**src/rtl/board_result_reader.sv**
```systemverilog
// Tic-tac-toe board evaluator: snapshots nine cells on start and scans the 8 winning lines one per clock.
// Optional macro WIN_MASK_OUTPUT_EN adds a win_mask output marking the cells of the reported line.
module board_result_reader #(
  parameter bit STOP_ON_WIN = 1'b1
) (
  input  logic       clock,
  input  logic       reset_n,
  input  logic       start,
  input  logic [1:0] pos1,
  input  logic [1:0] pos2,
  input  logic [1:0] pos3,
  input  logic [1:0] pos4,
  input  logic [1:0] pos5,
  input  logic [1:0] pos6,
  input  logic [1:0] pos7,
  input  logic [1:0] pos8,
  input  logic [1:0] pos9,
  output logic       busy,
  output logic       done,
  output logic [1:0] winner,
  output logic [2:0] win_line,
  output logic       draw,
  output logic       conflict,
`ifdef WIN_MASK_OUTPUT_EN
  output logic [8:0] win_mask,
`endif
  output logic [1:0] state_dbg
);

  // Handshake: start is a level request taken only in ST_IDLE; busy covers SCAN and DONE,
  // done is a one-cycle pulse and results hold until the next accepted start.
  typedef enum logic [1:0] {ST_IDLE, ST_SCAN, ST_DONE} state_t;

  state_t           state_q, state_d;
  logic [8:0][1:0]  snap_q, snap_d;
  logic [2:0]       idx_q, idx_d;
  logic             scan_end_q, scan_end_d;
  logic [1:0]       winner_q, winner_d;
  logic [2:0]       win_line_q, win_line_d;
  logic             draw_q, draw_d;
  logic             conflict_q, conflict_d;
  logic [8:0]       mask_q, mask_d;

  // Cell membership of each winning line, bit n-1 for cell n.
  function automatic logic [8:0] line_mask(input logic [2:0] idx);
    case (idx)
      3'd0:    line_mask = 9'b000000111;
      3'd1:    line_mask = 9'b000111000;
      3'd2:    line_mask = 9'b111000000;
      3'd3:    line_mask = 9'b001001001;
      3'd4:    line_mask = 9'b010010010;
      3'd5:    line_mask = 9'b100100100;
      3'd6:    line_mask = 9'b100010001;
      default: line_mask = 9'b001010100;
    endcase
  endfunction

  logic [8:0] cur_mask;
  logic [1:0] owner;
  logic       owned_p, owned_c;
  logic       any_empty;

  always_comb begin
    cur_mask  = line_mask(idx_q);
    owned_p   = 1'b1;
    owned_c   = 1'b1;
    any_empty = 1'b0;
    for (int i = 0; i < 9; i++) begin
      if (cur_mask[i]) begin
        if (snap_q[i] != 2'b01) owned_p = 1'b0;
        if (snap_q[i] != 2'b10) owned_c = 1'b0;
      end
      if (snap_q[i] == 2'b00) any_empty = 1'b1;
    end
    owner = owned_p ? 2'b01 : (owned_c ? 2'b10 : 2'b00);
  end

  always_comb begin
    state_d    = state_q;
    snap_d     = snap_q;
    idx_d      = idx_q;
    scan_end_d = scan_end_q;
    winner_d   = winner_q;
    win_line_d = win_line_q;
    draw_d     = draw_q;
    conflict_d = conflict_q;
    mask_d     = mask_q;
    case (state_q)
      ST_IDLE: begin
        if (start) begin
          snap_d     = {pos9, pos8, pos7, pos6, pos5, pos4, pos3, pos2, pos1};
          winner_d   = 2'b00;
          win_line_d = 3'd0;
          draw_d     = 1'b0;
          conflict_d = 1'b0;
          mask_d     = 9'd0;
          idx_d      = 3'd0;
          scan_end_d = 1'b0;
          state_d    = ST_SCAN;
        end
      end
      ST_SCAN: begin
        // The terminating line is evaluated one edge before DONE is entered.
        if (scan_end_q) begin
          draw_d  = (winner_q == 2'b00) && !any_empty;
          state_d = ST_DONE;
        end else begin
          if (owner != 2'b00) begin
            if (winner_q == 2'b00) begin
              winner_d   = owner;
              win_line_d = idx_q;
              mask_d     = cur_mask;
            end else if (!STOP_ON_WIN && (owner != winner_q)) begin
              conflict_d = 1'b1;
            end
          end
          if ((STOP_ON_WIN && (owner != 2'b00)) || (idx_q == 3'd7)) begin
            scan_end_d = 1'b1;
          end else begin
            idx_d = idx_q + 3'd1;
          end
        end
      end
      ST_DONE: begin
        scan_end_d = 1'b0;
        state_d    = ST_IDLE;
      end
      default: state_d = ST_IDLE;
    endcase
  end

  always_ff @(posedge clock or negedge reset_n) begin
    if (!reset_n) begin
      state_q    <= ST_IDLE;
      snap_q     <= '0;
      idx_q      <= 3'd0;
      scan_end_q <= 1'b0;
      winner_q   <= 2'b00;
      win_line_q <= 3'd0;
      draw_q     <= 1'b0;
      conflict_q <= 1'b0;
      mask_q     <= 9'd0;
    end else begin
      state_q    <= state_d;
      snap_q     <= snap_d;
      idx_q      <= idx_d;
      scan_end_q <= scan_end_d;
      winner_q   <= winner_d;
      win_line_q <= win_line_d;
      draw_q     <= draw_d;
      conflict_q <= conflict_d;
      mask_q     <= mask_d;
    end
  end

  assign busy      = (state_q != ST_IDLE);
  assign done      = (state_q == ST_DONE);
  assign winner    = winner_q;
  assign win_line  = win_line_q;
  assign draw      = draw_q;
  assign conflict  = conflict_q;
  assign state_dbg = state_q;
`ifdef WIN_MASK_OUTPUT_EN
  assign win_mask  = mask_q;
`else
  logic unused_mask;
  assign unused_mask = ^mask_q;
`endif

endmodule

```
**config.mk**
```make
export PLATFORM = sky130hd
export DESIGN_NAME = board_result_reader
export DESIGN_NICKNAME = d
export VERILOG_FILES = /design/src/rtl/board_result_reader.sv
export SDC_FILE = /design/constraint.sdc
export NUM_CORES = 1
export LEC_CHECK = 0
export CORE_MARGIN = 5
export CORE_UTILIZATION = 30
export CTS_CLUSTER_SIZE = 24
export DETAILED_ROUTE_END_ITERATION = 8
export PLACE_DENSITY_LB_ADDON = 0.1
export SYNTH_ARGS = -nofsm -noshare
export SYNTH_HDL_FRONTEND = slang
export SYNTH_SLANG_ARGS = --single-unit
```
**constraint.sdc**
```tcl
create_clock -name clock -period 2.2 [get_ports clock]
set_input_delay 0.44 -clock clock [delete_from_list [all_inputs] [get_ports clock]]
set_output_delay 0.44 -clock clock [all_outputs]
set_load 0.005 [all_outputs]
```
==> flow_summary_export.csv <==
group,metric,value,unit
timing,finalHoldViolCount,0,
critical_path,critPathTopFamily,"simple AND/OR/NAND/NOR gates",
synthesis,avgSynthCellArea,8.82,sq um
drt,route.vias.total,1509,
min_path,worst_hold_path_type,"reg -> reg",
grt,track_usage,12.7,%
critical_path,cp.depth,10,
placed_design,dp_hpwl,3080,microns
synthesis,ys_seq_area_share,44.8,%
layout,finish.net_count,271,
clock_tree,cts-root-buf,"clkbuf_8",
grt,grt_pass1_vias,1537,
timing,max_freq,0.453,GHz
timing,max_slew_margin,59.0,%
layout,utilization,46.9,%
floorplan,core_area,0.00547,sq mm
clock_tree,cts_tree,"built",
clock_tree,clock-sinks,30,
synthesis,synthCells,190,
drt,drc_errors,0,
timing,setup_slack,-0.00719,ns
drt,wl_met3,222,microns
timing,rsz0062_at_grt,"true",
min_path,min_path_cells,2,
critical_path,startpoint_type,"flop",
synthesis,ys_warn_count,0,
drt,routed_wl,4360,microns
synthesis,synth_top_cell_area_share,44.8,%
grt,grt_antenna_before_repair,0,
timing,period_share,100,%
critical_path,crit_path_top_delay_cell,"dfrtp_2",
critical_path,worstPathArrival,2.43,ns
drt,via_per_inst,4.78,
placed_design,dp_slack,-0.215,ns
run,cap_violations,0,
timing,setup_viol,2,
clock_tree,numCtsBuffers,5,
synthesis,yosysMostFrequentCell,"nand2_1",
critical_path,max_stage_delay,0.45,ns
synthesis,syn-cell-area,0.00168,sq mm
synthesis,async_reset_ff_share,100,%
run_status,violations,"negative setup slack",
critical_path,cp_max_fo,7,
synthesis,synth_common_cells,"45 x nand2_1, 30 x dfrtp_1, 14 x inv_1",
floorplan,die_w,84.7,microns
placed_design,place_congestion,0.739,
clock_tree,htreeDepth,2,
critical_path,end_kind,"flop",
floorplan,start_util,30.6,%
critical_path,cp_cell_sequence,"buf_6 > ha_4 > nor4_4 > buf_4 > nor3_4 > a21oi_2 > nor4_4 > buf_12 > nor4b_4 > o21ba_1",
synthesis,yosys.cell_types.count,41,
run_status,status,"complete, but fails checks",
synthesis,ys.flop_type,"dfrtp_1",
clock_tree,clockBufferDepth,2,
placed_design,portBuffers,30,
synthesis,synth-edff-count,0,
timing,tightest_slew,0.614,ns
synthesis,syn_nets,217,
pwr,p_per_area,1490,mW/mm^2
placed_design,dp.cells,302,
floorplan,dieArea,0.00718,sq mm
critical_path,cp_num_buf_inv,3,
floorplan,dieHeight,84.7,microns
drt,wire_per_inst,13.8,microns
synthesis,synth_top_cell_by_area,"dfrtp_1",
timing,clock-skew-final,0.00901,ns
critical_path,rr_worst_depth,10,
pwr,ir_worst_vdd,0.000513,V
clock_tree,cts.hold.buffers_added,0,
drt,firstDrtPassIters,4,
clock_tree,clk_pin_slew,0.07,ns
floorplan,io_pins,32,
timing,period_needed,2.21,ns
grt,gr-total-overflow,0,
drt,routed.top_layer,"met4",
timing,slew_violations,0,
timing,setup_tns,-0.0126,ns
layout,diodes,0,
critical_path,critPathRequiredTime,2.43,ns
grt,grt_pass1_wl,7270,microns
synthesis,synth.area.top_cells,"dfrtp_1 45%, nand2_1 10%, ha_1 4.5%",
grt,grt_max_degree,31,
floorplan,num_rows,27,
layout,syn_to_final_growth,53.2,%
drt,antenna_left,0,
layout,finalNonFillerCells,316,
pwr,p_leak,1.10,nW
drt,first_iter_violations,63,
drt,dr_wl_met2,2010,microns
clock_tree,insertion_delay,0.29,ns
critical_path,cpMostUsedCell,"nor4_4",
critical_path,criticalPathCategory,"reg -> reg",
drt,wl_met1,2060,microns
synthesis,ys_seq_elements,30,
layout,drive_gt1_share,26.6,%
cell type report:
type                       count  area (sq um)
clock inverter                 1          30.0
inverter                      14          52.6
fill                         547          2910
multi-input combinational    140          1050
sequential                    30           753
timing repair buffer          53           505
clock buffer                   6          82.6
tap                           72          90.1
flip-flops by register name (all words and copies together) (netlist names):
name	count
draw	1
state_dbg	2
snap_q	18
winner	2
idx_q	3
scan_end_q	1
win_line	3
worst paths after layout:
kind | startpoint | endpoint | slack, ns
setup / recovery | idx_q[1]$_DFFE_PN0P_ | idx_q[0]$_DFFE_PN0P_ | -0.007
hold / removal | draw$_DFFE_PN0P_ | draw$_DFFE_PN0P_ | 0.49
setup reg to reg | idx_q[1]$_DFFE_PN0P_ | idx_q[0]$_DFFE_PN0P_ | -0.007
hold reg to reg | draw$_DFFE_PN0P_ | draw$_DFFE_PN0P_ | 0.49
max in group asynchronous | reset_n | idx_q[1]$_DFFE_PN0P_ | 1.34
min in group asynchronous | reset_n | state_dbg[1]$_DFFE_PN0P_ | 0.54
cell usage in the layout, fill, tap and decap left out, types with 2 or more instances in the layout:
cell type / synthesis / final
a21oi_2: 0 / 5
nor2_1: 11 / 11
o2bb2ai_1: 3 / 3
and2_1: 2 / 2
o32ai_2: 0 / 3
o21ai_0: 12 / 12
dfrtp_2: 0 / 2
clkdlybuf4s50_1: 0 / 30
o22ai_1: 7 / 4
buf_6: 1 / 2
o22ai_2: 0 / 3
inv_1: 14 / 12
nand2b_1: 3 / 3
clkbuf_8: 0 / 6
buf_12: 0 / 2
buf_4: 1 / 19
dfrtp_1: 30 / 28
ha_4: 0 / 5
nor4_4: 2 / 4
nor2b_1: 10 / 9
inv_2: 0 / 2
a21oi_1: 10 / 5
nand2_1: 45 / 45
routing by layer:
metal	up-vias	global-route usage (%)
met3	8	3.43
li1	757	-
met4	0	4.46
met2	36	20.4
met5	-	0
met1	708	16.4
through the flow:
stage	cell area [sq um]	hold WS (ns)	total power, mW
after floorplan	1680	0.144	2.05
after global placement	2150	0.469	2.70
after detailed placement	2150	0.487	2.69
after CTS	2520	0.502	3.76
after global routing	2570	0.553	4.12
final	2570	0.487	3.83
tightest hold or removal path, cell delays in order, from the launching register on:
cell	delay, ns
dfrtp_1	0.35
nand2_1	0.05
o21ai_0	0.06
power breakdown:
part | internal [mW] | switching [mW] | leakage, nW | total, mW
sequential | 0.795 | 0.232 | 0.380 | 1.03
combinational | 1.10 | 1.12 | 0.664 | 2.23
clock | 0.362 | 0.212 | 0.0573 | 0.574
total | 2.26 | 1.57 | 1.10 | 3.83
cells by family (layout without fill, tap and decap cells):
logic type	after synthesis	count (layout)	share of synthesized area, %
adder cells (fa/ha/maj)	6	6	4.48
other	1	1	0.224
multiplexers	1	1	0.597
buffers and inverters	20	74	5.15
AND/OR/NAND/NOR	86	86	26.4
flip-flops	30	30	44.8
AO/OA/AOI/OAI	46	46	18.3
repair_timing:
action / 4_1_cts / 5_1_grt
endpoints found under the hold margin: 0 / 0
endpoints found under the setup margin: 7 / 8
resized for setup: 36 / 7
pin swaps: 16 / 7
buffers inserted: 7 / 3
Power figures use the tool's default switching activity.
